--- config.mk ---
export PLATFORM = sky130hd
export DESIGN_NAME = csnn_patch_streamer
export DESIGN_NICKNAME = d
export VERILOG_FILES = /design/src/rtl/csnn_patch_streamer.sv
export SDC_FILE = /design/constraint.sdc
export NUM_CORES = 1
export LEC_CHECK = 0
export BUFFER_PORTS_ARGS = -buffer_cell sky130_fd_sc_hd__buf_4
export CORE_MARGIN = 5
export CORE_UTILIZATION = 30
export CTS_CLUSTER_SIZE = 25
export DETAILED_ROUTE_END_ITERATION = 6
export SETUP_SLACK_MARGIN = 0.05
export SLEW_MARGIN = 20
export SYNTH_ARGS = -nofsm -noshare
export SYNTH_HDL_FRONTEND = slang
export SYNTH_SLANG_ARGS = --single-unit
--- constraint.sdc ---
create_clock -name clk -period 6.89 [get_ports clk]
set_input_delay 0.689 -clock clk [delete_from_list [all_inputs] [get_ports clk]]
set_output_delay 0.689 -clock clk [all_outputs]
set_load 0.01 [all_outputs]
--- src/rtl/csnn_patch_streamer.sv ---
// rtl/csnn_patch_streamer.sv - K x K receptive-field streamer over a binary image
module csnn_patch_streamer #(
    parameter int IMG_H  = 5,
    parameter int IMG_W  = 5,
    parameter int K      = 2,
    parameter int STRIDE = 1,
    localparam int OUT_H  = (IMG_H - K) / STRIDE + 1,
    localparam int OUT_W  = (IMG_W - K) / STRIDE + 1,
    localparam int NF     = OUT_H * OUT_W,
    localparam int KK     = K * K,
    localparam int NP     = IMG_H * IMG_W,
    localparam int CODE_W = NF * KK,
    localparam int RW     = (OUT_H > 1) ? $clog2(OUT_H) : 1,
    localparam int CW     = (OUT_W > 1) ? $clog2(OUT_W) : 1
) (
    input  logic              clk,
    input  logic              rst,
    input  logic              img_load,
    input  logic [NP-1:0]     img_data,
    input  logic              start,
    output logic              busy,
    output logic              field_valid,
    input  logic              field_ready,
    output logic [KK-1:0]     field_data,
    output logic [RW-1:0]     field_row,
    output logic [CW-1:0]     field_col,
    output logic              field_last,
    output logic [CODE_W-1:0] code_out,
    output logic              done
);

    typedef enum logic [1:0] {S_IDLE, S_RUN, S_DONE} state_t;

    state_t            state_q;
    state_t            state_d;
    logic [NP-1:0]     img_q;
    logic [RW-1:0]     row_q;
    logic [CW-1:0]     col_q;
    logic [CODE_W-1:0] code_q;
    logic [NP-1:0]     pix_sh;
    logic              start_ok;
    logic              fire;
    logic              at_end;

    // A simultaneous load takes priority over start, so start only counts without a load
    assign start_ok = (state_q == S_IDLE) && start && !img_load;
    assign fire     = (state_q == S_RUN) && field_ready;
    assign at_end   = (row_q == RW'(OUT_H - 1)) && (col_q == CW'(OUT_W - 1));

    assign field_row  = row_q;
    assign field_col  = col_q;
    assign field_last = at_end && field_valid;
    assign code_out   = code_q;

    // State register
    always_ff @(posedge clk) begin
        if (rst) begin
            state_q <= S_IDLE;
        end else begin
            state_q <= state_d;
        end
    end

    // Next-state and status outputs
    always_comb begin
        state_d     = state_q;
        busy        = 1'b0;
        field_valid = 1'b0;
        done        = 1'b0;
        case (state_q)
            S_IDLE: begin
                if (start_ok) begin
                    state_d = S_RUN;
                end
            end
            S_RUN: begin
                busy        = 1'b1;
                field_valid = 1'b1;
                if (field_ready && at_end) begin
                    state_d = S_DONE;
                end
            end
            S_DONE: begin
                busy    = 1'b1;
                done    = 1'b1;
                state_d = S_IDLE;
            end
            default: state_d = S_IDLE;
        endcase
    end

    // Image register: only writable between frames so a scan always sees one image
    always_ff @(posedge clk) begin
        if (rst) begin
            img_q <= '0;
        end else if (img_load && (state_q == S_IDLE)) begin
            img_q <= img_data;
        end
    end

    // Window counters and packed code word, advanced on each accepted field
    always_ff @(posedge clk) begin
        if (rst) begin
            row_q  <= '0;
            col_q  <= '0;
            code_q <= '0;
        end else if (start_ok) begin
            row_q  <= '0;
            col_q  <= '0;
            code_q <= '0;
        end else if (fire) begin
            code_q <= (code_q << KK) | CODE_W'(field_data);
            if (at_end) begin
                // Park at the origin so the counters never index past the image
                row_q <= '0;
                col_q <= '0;
            end else if (col_q == CW'(OUT_W - 1)) begin
                col_q <= '0;
                row_q <= row_q + 1'b1;
            end else begin
                col_q <= col_q + 1'b1;
            end
        end
    end

    // Window extraction: top-left pixel shifted in first so it lands at the MSB
    always_comb begin
        field_data = '0;
        pix_sh     = '0;
        for (int a = 0; a < K; a++) begin
            for (int b = 0; b < K; b++) begin
                pix_sh     = img_q >> (NP - 1 - ((int'(row_q) * STRIDE + a) * IMG_W
                                                 + int'(col_q) * STRIDE + b));
                field_data = (field_data << 1) | KK'(pix_sh[0]);
            end
        end
    end

endmodule

==> metrics.cfg, run 1 <==
[routing]
vias_per_cell=4.76
drc=0
ant_nets=0
first_pass_iters=7
wl_mm=12.5
avgRoutedWirePerCell_um=14.4
dr.first_iter.drc_count=247
via_count=4135

[clock_tree]
numCtsBuffers=9
h-tree-depth=3
postCtsHoldBufs=0
post_cts_resized=0
cts_root_buf=clkbuf_16
path_clk_slew_ns=0.08
clockBufferDepth=2
cts_tree=built
clock_latency_ns=0.35
cts_sinks=95
post_cts.repair.setup_buffers=0

[finish]
multi_input_area_mm2=0.00270
antenna_cells=0
final_cells=869
fin_util=0.383
drive_above_1_share=0.242
final_common_cell=nand2_1
seq_area_mm2=0.00190
layout_common_cells=nand2_1 (185), buf_4 (109), a21oi_1 (97), dfxtp_1 (95), ha_1 (23)
nets=703
areaGrowthSynthToFinish_pct=25.6
final_area_mm2=0.00607
nFillCells=1660

[flow_run]
maxCapViolations=0

[critical_path]
r2r_cells=14
reg2reg_from=field_row[0]$_SDFFE_PP0P_
worst-path-buf-inv=4
ff2ff_setup_slack_ns=2.85
critical_path.max_stage_delay_ns=0.58
path_cells=inv_1, ha_1, ha_1, ha_1, inv_1, fa_1, xor2_4, inv_1, ha_1, a21o_1, ha_1, nand4b_1, a311o_1, nor2_1, buf_4
critPathLaunch=field_row[0]$_SDFFE_PP0P_
crit_path_end_kind=output pin
path_max_fanout=10
endpoint=field_data[1]
crit_slowest_cell=dfxtp_1
critPathLaunchType=register
crit_type=register to output pin
worst_ep_required_time_ns=6.20
worst-path-stages=15
worstReg2RegEnd=code_out[1]$_SDFFE_PP0P_
crit_arrival_ns=4.33
crit_path_frequent_cell=ha_1
cp_top_family=adder cells

[floorplanning]
die_y_um=137
coreArea_mm2=0.0158
dieArea_mm2=0.0187
initial_core_util=0.305
floorplan.rows=46
die-width_um=137
pin_count=106

[logic_synthesis]
synth_seq_cells=95
synth_edf_count=0
yosysWarnings=0
ys_types=49
syn-cell-area_mm2=0.00483
synthTopCellsByArea=dfxtp_1 (39%), nand2_1 (14%), mux4_2 (10%), a21oi_1 (10%), ha_1 (6.0%)
ys_seq_area_frac=0.394
synth_cells=567
synth_top_area_cell=dfxtp_1
ys_async_sr_fraction=0
synth.avg_cell_area_um2=8.52
synthFlopType=dfxtp_1
yosysTopAreaCellShare=0.394
syn-num-nets=622

[global_routing]
grt_first_pass_wirelength_mm=19.9
grt_pass1_vias=3890
globalRouteOverflowTotal=0
grt_util_all_layers=0.132
antenna_found_initial=0
grt_max_degree=68

[power_and_ir_drop]
p_per_area_mw_per_mm2=212
vdd_drop_max_mv=0.122
cellLeakagePower_nw=2.41

[place]
dp_hpwl_mm=8.77
place_inst=853
place_area_mm2=0.00574
gp_congestion=0.807
portBuffers=105
post-place-ws_ns=2.26

[sta]
tightest_slew_ns=0.826
worst_slack_ns=1.88
drv_slew=0
setup_tns_ns=0
hold_viol=0
fmax_ghz=0.199
relSlewSlack=0.450
finClkSkew_ns=0.00811
period_needed_ns=5.01
setup_viol=0
rsz0062_at_grt=false
finalCritPeriodShare=0.728

[status]
outcome=complete, no violations

[hold_path]
holdCritStartpoint=code_out[61]$_SDFFE_PP0P_
hold_path_class=register to register

-- power breakdown --
| group | switching (W) | internal (W) |
|---|---|---|
| clock | 0.000245 | 0.000294 |
| sequential | 0.0000196 | 0.000564 |
| combinational | 0.0000916 | 0.0000714 |
-- how the worst min path moves through the flow --
stage               cells past startpoint                   endpoint
floorplan                               2      img_q[9]$_SDFFE_PP0P_
global placement                        2  code_out[61]$_SDFFE_PP0P_
detailed placement                      2  code_out[61]$_SDFFE_PP0P_
CTS                                     2  code_out[61]$_SDFFE_PP0P_
global route                            2  code_out[61]$_SDFFE_PP0P_
finish                                  2  code_out[61]$_SDFFE_PP0P_
-- cells by family after synthesis --
kind of cell,count (synthesis),synth area share
AND/OR/NAND/NOR,231,0.199
AO/OA/AOI/OAI,117,0.134
flip-flops,95,0.394
buffers and inverters,54,0.0490
multiplexers,37,0.137
adder cells (fa/ha/maj),25,0.0679
XOR/XNOR,8,0.0184
-- per-stage QoR --
step	hold slack [ns]	total power [W]
after floorplan	0.462	0.000707
after global placement	0.446	0.000760
after detailed placement	0.447	0.000760
after CTS	0.458	0.00131
after global routing	0.470	0.00134
final	0.456	0.00129
-- cells in the mapped netlist (all sizes together) (2+ instances only) --
master	instances
a21o	6
a21oi	97
a221oi	2
a31o	2
and2	3
and3	3
buf	7
clkbuf	31
dfxtp	95
fa	2
ha	23
inv	15
mux2i	13
mux4	23
nand2	186
nand3	7
nand4	3
nor2	9
nor2b	2
nor3	6
nor3b	3
o21ai	2
o31ai	2
or2	2
xnor2	6
xor2	2
-- final cells by class --
| cell class | instances | area share |
|---|---|---|
| Multi-Input combinational cell | 418 | 0.445 |
| Inverter | 15 | 0.00928 |
| Clock inverter | 7 | 0.0161 |
| Tap cell | 216 | 0.0446 |
| Timing Repair Buffer | 109 | 0.135 |
| Clock buffer | 9 | 0.0371 |
| Sequential cell | 95 | 0.314 |
-- registers in the layout (all words and copies together), names as in the netlist --
signal and count:
field_row 2, code_out 64, img_q 25, state_q 2, field_col 2
-- tightest hold or removal path, stage by stage (launching register included) --
cell	delay, ns
dfxtp_1	0.31
nand2_1	0.05
a21oi_1	0.05
-- per-layer routing --
metal,GRT usage,vias to the layer above,part of all wire
met2,0.201,100,0.45
li1,-,2105,-
met1,0.181,1915,0.48
met4,0.0521,0,0.020
met3,0.0324,15,0.055
met5,0,-,0
No activity file was read; power rests on OpenSTA's default activity.
==> run 2, diff against run 1 <==
- clock period: 6.89 -> 4.4 ns (I/O delays scaled with it)
==> run 2 against run 1 <==
Net effect: global-route usage is 0.21 points higher; critical path depth unchanged; wire length increased by 0.24%; die area unchanged; worst hold slack lost 0.12 ns; design area grew 0.66%; count of clock-buffer cells in the layout is the same; sequential share of layout area is 0.18 points lower; combinational power grew 55%; non-clock buffer count increased by 7; critical path type unchanged; highest routed layer unchanged.
==> metrics.cfg, run 2 (synthesis gave the netlist of run 1 again) <==
[clock_tree]
h-tree-depth=3  ; unchanged
numCtsBuffers=9  ; unchanged
cts_sinks=95  ; unchanged
postCtsHoldBufs=0  ; unchanged
cts_tree=built
clockBufferDepth=2  ; unchanged
cts_root_buf=clkbuf_16
clock_latency_ns=0.35  ; about the same
path_clk_slew_ns=0.07  ; about the same

[floorplanning]
initial_core_util=0.305  ; unchanged
die-width_um=137  ; unchanged
die_y_um=137  ; unchanged
pin_count=106  ; unchanged
coreArea_mm2=0.0158  ; unchanged
floorplan.rows=46  ; unchanged
dieArea_mm2=0.0187  ; unchanged

[sta]
tightest_slew_ns=0.780  ; -0.0457 ns
setup_tns_ns=0  ; unchanged
finClkSkew_ns=0.00854  ; +0.000432 ns
finalCritPeriodShare=0.942
hold_ws_ns=0.331  ; -0.125 ns
hold_viol=0  ; unchanged
rsz0062_at_grt=false
drv_slew=0  ; unchanged
relSlewSlack=0.479  ; +0.0292
fmax_ghz=0.241
setup_viol=0  ; unchanged
period_needed_ns=4.15

[power_and_ir_drop]
swShare=0.281  ; +0.00383
comb_power_share=0.131  ; +0.004
sequentialPowerShare=0.472  ; +0.018
vdd_drop_max_mv=0.183  ; +50%
clockPowerShare=0.397  ; -0.022
switchingPower_w=0.000544  ; +53%
power_w=0.00194  ; +51%
p_int_w=0.00139  ; +50%
p_per_area_mw_per_mm2=317  ; +50%
cellLeakagePower_nw=2.43  ; +1.0%

[critical_path]
critical_path.max_stage_delay_ns=0.42  ; -0.16 ns
crit_slowest_cell=fa_2
path_max_fanout=8  ; -2
cp_top_family=adder cells
path_cells=inv_1, ha_1, ha_1, ha_1, inv_1, fa_2, xor2_4, inv_1, ha_1, a21o_1, ha_1, nand4b_1, a311o_1, nor2_1, buf_4
crit_type=register to output pin
crit_path_frequent_cell=ha_1
crit_path_end_kind=output pin
critPathLaunchType=register
crit_arrival_ns=3.71  ; -0.62 ns
worst_ep_required_time_ns=3.96  ; -2.24 ns
worst-path-buf-inv=4  ; unchanged

[finish]
antenna_cells=0  ; unchanged
nFillCells=1637  ; -1.4%
largest_reg_flops=64  ; unchanged
nets=710  ; +1.0%
layout_common_cells=nand2_1 (185), buf_4 (116), a21oi_1 (97), dfxtp_1 (94), ha_1 (23)
final_area_mm2=0.00611  ; +0.66%
drive_above_1_share=0.255  ; +0.0126
final_common_cell=nand2_1
areaGrowthSynthToFinish_pct=26.4
fin_util=0.386  ; +0.00253

[global_routing]
grt_first_pass_wirelength_mm=19.9  ; -0.28%
antenna_found_initial=0  ; unchanged
grt_util_all_layers=0.134  ; +0.00213
grt_pass1_vias=3769  ; -3.1%
globalRouteOverflowTotal=0  ; unchanged
grt_max_degree=65  ; -4.4%

[place]
dp_hpwl_mm=9.01  ; +2.8%
place_area_mm2=0.00576  ; +0.26%
portBuffers=105  ; unchanged
gp_congestion=0.815  ; +1.0%

[routing]
vias_per_cell=4.77  ; +0.18%
dr.first_iter.drc_count=260  ; +5.3%
wl_mm=12.6  ; +0.24%
first_pass_iters=5  ; -2
ant_nets=0  ; unchanged
drc=0  ; unchanged
via_count=4176  ; +0.99%
avgRoutedWirePerCell_um=14.3  ; -0.56%

[status]
outcome=complete, no violations

[hold_path]
hold_path_class=primary input to register

[flow_run]
maxCapViolations=0  ; unchanged

[run 2: layout make-up]
| type | count | area (µm²) | share of cell area |
|---|---|---|---|
| clock buffers | 9 | 225 | 0.0369 |
| multi-input cells | 418 | 2710 | 0.444 |
| repair buffers | 116 | 871 | 0.143 |
| flip-flops and latches | 95 | 1900 | 0.312 |
| well taps | 216 | 270 | 0.0443 |
| inverters | 15 | 56.3 | 0.00922 |
| clock inverters | 7 | 67.6 | 0.0111 |
[run 2: path summary, 6_finish.rpt]
check,from,endpoint,slack [ns],cells after the start
worst max register to register,field_row[1]$_SDFFE_PP0P_,code_out[1]$_SDFFE_PP0P_,1.03,14
worst max-delay path,field_row[1]$_SDFFE_PP0P_,field_data[1],0.25,15
worst min register to register,code_out[61]$_SDFFE_PP0P_,code_out[61]$_SDFFE_PP0P_,0.46,2
worst min-delay path,img_data[0],img_q[0]$_SDFFE_PP0P_,0.33,3
[run 2: metrics by stage]
step                      std cells  worst slack, ns
after detailed placement        855            0.314
after global placement          855            0.400
final                           876            0.253
after CTS                       872            0.130
after global routing            876           0.0681
after floorplan                 567            0.321
[run 2: power groups by stage]
stage	Clock (W)	Combinational, W	Sequential (W)
CTS	0.000796	0.000256	0.000914
global route	0.000830	0.000280	0.000918
detailed placement	0	0.000255	0.000934
finish	0.000769	0.000253	0.000915
floorplan	0	0.000185	0.000922
global placement	0	0.000256	0.000933
[run 2: tightest hold or removal path, delay by kind of cell]
family | cells | cell delay [ns]
AOI/OAI and AO/OA | 1 | 0.05
buffers and inverters | 1 | 0.11
and+or+nand+nor | 1 | 0.04
[run 2: what timing repair did]
item,4_1_cts,5_1_grt
gates resized for setup,1,3
setup endpoints to repair,1,1
gates cloned,0,0
pin swaps,1,1
buffers inserted,1,4
[run 2: routing by layer]
layer,wire (µm),share of wire,track usage,vias up
li1,-,-,-,2120
met5,0,0,0,-
met3,513,0.041,0.0279,17
met2,5880,0.47,0.207,90
met4,233,0.019,0.0549,0
met1,5930,0.47,0.184,1949
==> run 3, diff against run 2 <==
- PLACE_DENSITY: default -> 0.52
==> run 3 against run 2 <==
Net effect: via count increased by 1.3%; flip-flop and latch count unchanged; die area unchanged; worst hold slack improved by 0.00052 ns; count of clock-buffer cells in the layout grew 1; wire length grew 3.6%.
==> metrics.cfg, run 3 (synthesis gave the netlist of run 1 again) <==
[critical_path]
crit_arrival_ns=3.66  ; -0.05 ns
r2r_cells=14  ; unchanged
path_max_fanout=5  ; -3
critPathLaunch=field_row[0]$_SDFFE_PP0P_
ff2ff_setup_slack_ns=1.05  ; +0.02 ns
critPathLaunchType=register
worstReg2RegEnd=code_out[1]$_SDFFE_PP0P_
reg2reg_from=field_row[0]$_SDFFE_PP0P_
worst_ep_required_time_ns=3.96  ; about the same
crit_path_end_kind=output pin
crit_type=register to output pin
endpoint=field_data[1]

[sta]
relSlewSlack=0.477  ; -0.00159
drv_slew=0  ; unchanged
rsz0062_at_grt=false
finalCritPeriodShare=0.932  ; -0.0107
fmax_ghz=0.244  ; +1.1%
setup_tns_ns=0  ; unchanged
setup_viol=0  ; unchanged
finClkSkew_ns=0.0121  ; +0.00359 ns
hold_viol=0  ; unchanged
hold_ws_ns=0.332  ; +0.000521 ns
tightest_slew_ns=0.784  ; +0.00428 ns
period_needed_ns=4.10  ; -0.0471 ns

[finish]
antenna_cells=0  ; unchanged
nets=710  ; unchanged
layout_common_cells=nand2_1 (185), buf_4 (116), a21oi_1 (97), dfxtp_1 (95), ha_1 (23)
areaGrowthSynthToFinish_pct=26.4  ; unchanged
final_common_cell=nand2_1
drive_above_1_share=0.253  ; -0.00152
largest_reg_flops=64  ; unchanged
fin_util=0.386  ; unchanged

[clock_tree]
cts_tree=built
path_clk_slew_ns=0.07  ; about the same
postCtsHoldBufs=0  ; unchanged
clock_latency_ns=0.35  ; about the same
numCtsBuffers=9  ; unchanged
cts_sinks=95  ; unchanged
cts_root_buf=clkbuf_16
h-tree-depth=3  ; unchanged
clockBufferDepth=2  ; unchanged

[power_and_ir_drop]
p_per_area_mw_per_mm2=321  ; +1.2%
vdd_drop_max_mv=0.176  ; -3.8%
cellLeakagePower_nw=2.43  ; -0.18%

[floorplanning]
floorplan.rows=46  ; unchanged
die_y_um=137  ; unchanged
dieArea_mm2=0.0187  ; unchanged
pin_count=106  ; unchanged
initial_core_util=0.305  ; unchanged
die-width_um=137  ; unchanged
coreArea_mm2=0.0158  ; unchanged

[global_routing]
grt_pass1_vias=4044  ; +7.3%
grt_util_all_layers=0.141  ; +0.00613
globalRouteOverflowTotal=0  ; unchanged
antenna_found_initial=0  ; unchanged
grt_max_degree=65  ; unchanged
grt_first_pass_wirelength_mm=21.0  ; +5.7%

[place]
portBuffers=105  ; unchanged
dp_hpwl_mm=9.45  ; +4.9%
gp_congestion=0.846  ; +3.8%

[hold_path]
hold_path_class=primary input to register
holdCritStartpoint=img_data[4]

[flow_run]
maxCapViolations=0  ; unchanged

[status]
outcome=complete, no violations

[routing]
ant_nets=0  ; unchanged
wl_mm=13.0  ; +3.6%
drc=0  ; unchanged
via_count=4232  ; +1.3%
first_pass_iters=4  ; -1
vias_per_cell=4.83  ; +1.3%
avgRoutedWirePerCell_um=14.8  ; +3.6%
dr.first_iter.drc_count=290  ; +12%

[run 3: where the power goes]
part	switching [W]	internal (W)	leakage, nW	total (W)
logic	0.000143	0.000113	1.51	0.000255
clock network	0.000375	0.000414	0.145	0.000790
registers	0.0000310	0.000884	0.769	0.000915
[run 3: worst min-delay path by stage]
stage,endpoint,slack (ns),cells past startpoint
after global routing,img_q[0]$_SDFFE_PP0P_,0.33,3
after CTS,img_q[2]$_SDFFE_PP0P_,0.32,3
after floorplan,img_q[9]$_SDFFE_PP0P_,0.46,2
after global placement,code_out[63]$_SDFFE_PP0P_,0.45,2
after detailed placement,code_out[61]$_SDFFE_PP0P_,0.45,2
final,img_q[4]$_SDFFE_PP0P_,0.33,3
[run 3: what timing repair did]
item,CTS,global route
setup buffers,0,3
endpoints found under the setup margin,0,2
resized for setup,0,2
[run 3: routing by layer]
| metal | GRT usage | vias up | part of all wire | routed length, µm |
|---|---|---|---|---|
| met1 | 0.193 | 2003 | 0.46 | 6010 |
| met2 | 0.212 | 97 | 0.46 | 5940 |
| met4 | 0.0466 | 0 | 0.016 | 202 |
| li1 | - | 2115 | - | - |
| met3 | 0.0415 | 17 | 0.066 | 854 |
| met5 | 0 | - | 0 | 0 |
[run 3: area by class of cell]
type / instances / area, µm²
tap: 216 / 270
timing repair buffer: 116 / 871
sequential: 95 / 1900
clock buffer: 10 / 239
inverter: 15 / 56.3
multi-input combinational: 418 / 2710
clock inverter: 6 / 61.3
fill: 1637 / 9720
[run 3: worst max-delay path: stages (launching register included)]
cell	delay (ns)
dfxtp_1	0.34
inv_1	0.07
ha_1	0.32
ha_1	0.30
ha_1	0.16
inv_1	0.05
fa_2	0.40
xor2_4	0.22
inv_1	0.07
ha_1	0.21
a21o_1	0.16
ha_1	0.26
nand4b_1	0.17
a311o_1	0.36
nor2_1	0.11
buf_4	0.13
[run 3: through the flow]
stage	worst slack [ns]	std cells	total power, W	area [µm²]
after floorplan	0.321	567	0.00111	4830
after detailed placement	0.517	857	0.00119	5770
final	0.301	876	0.00196	6110
after global routing	0.0849	876	0.00206	6110
after CTS	0.0883	873	0.00199	6070
after global placement	0.594	857	0.00119	5770
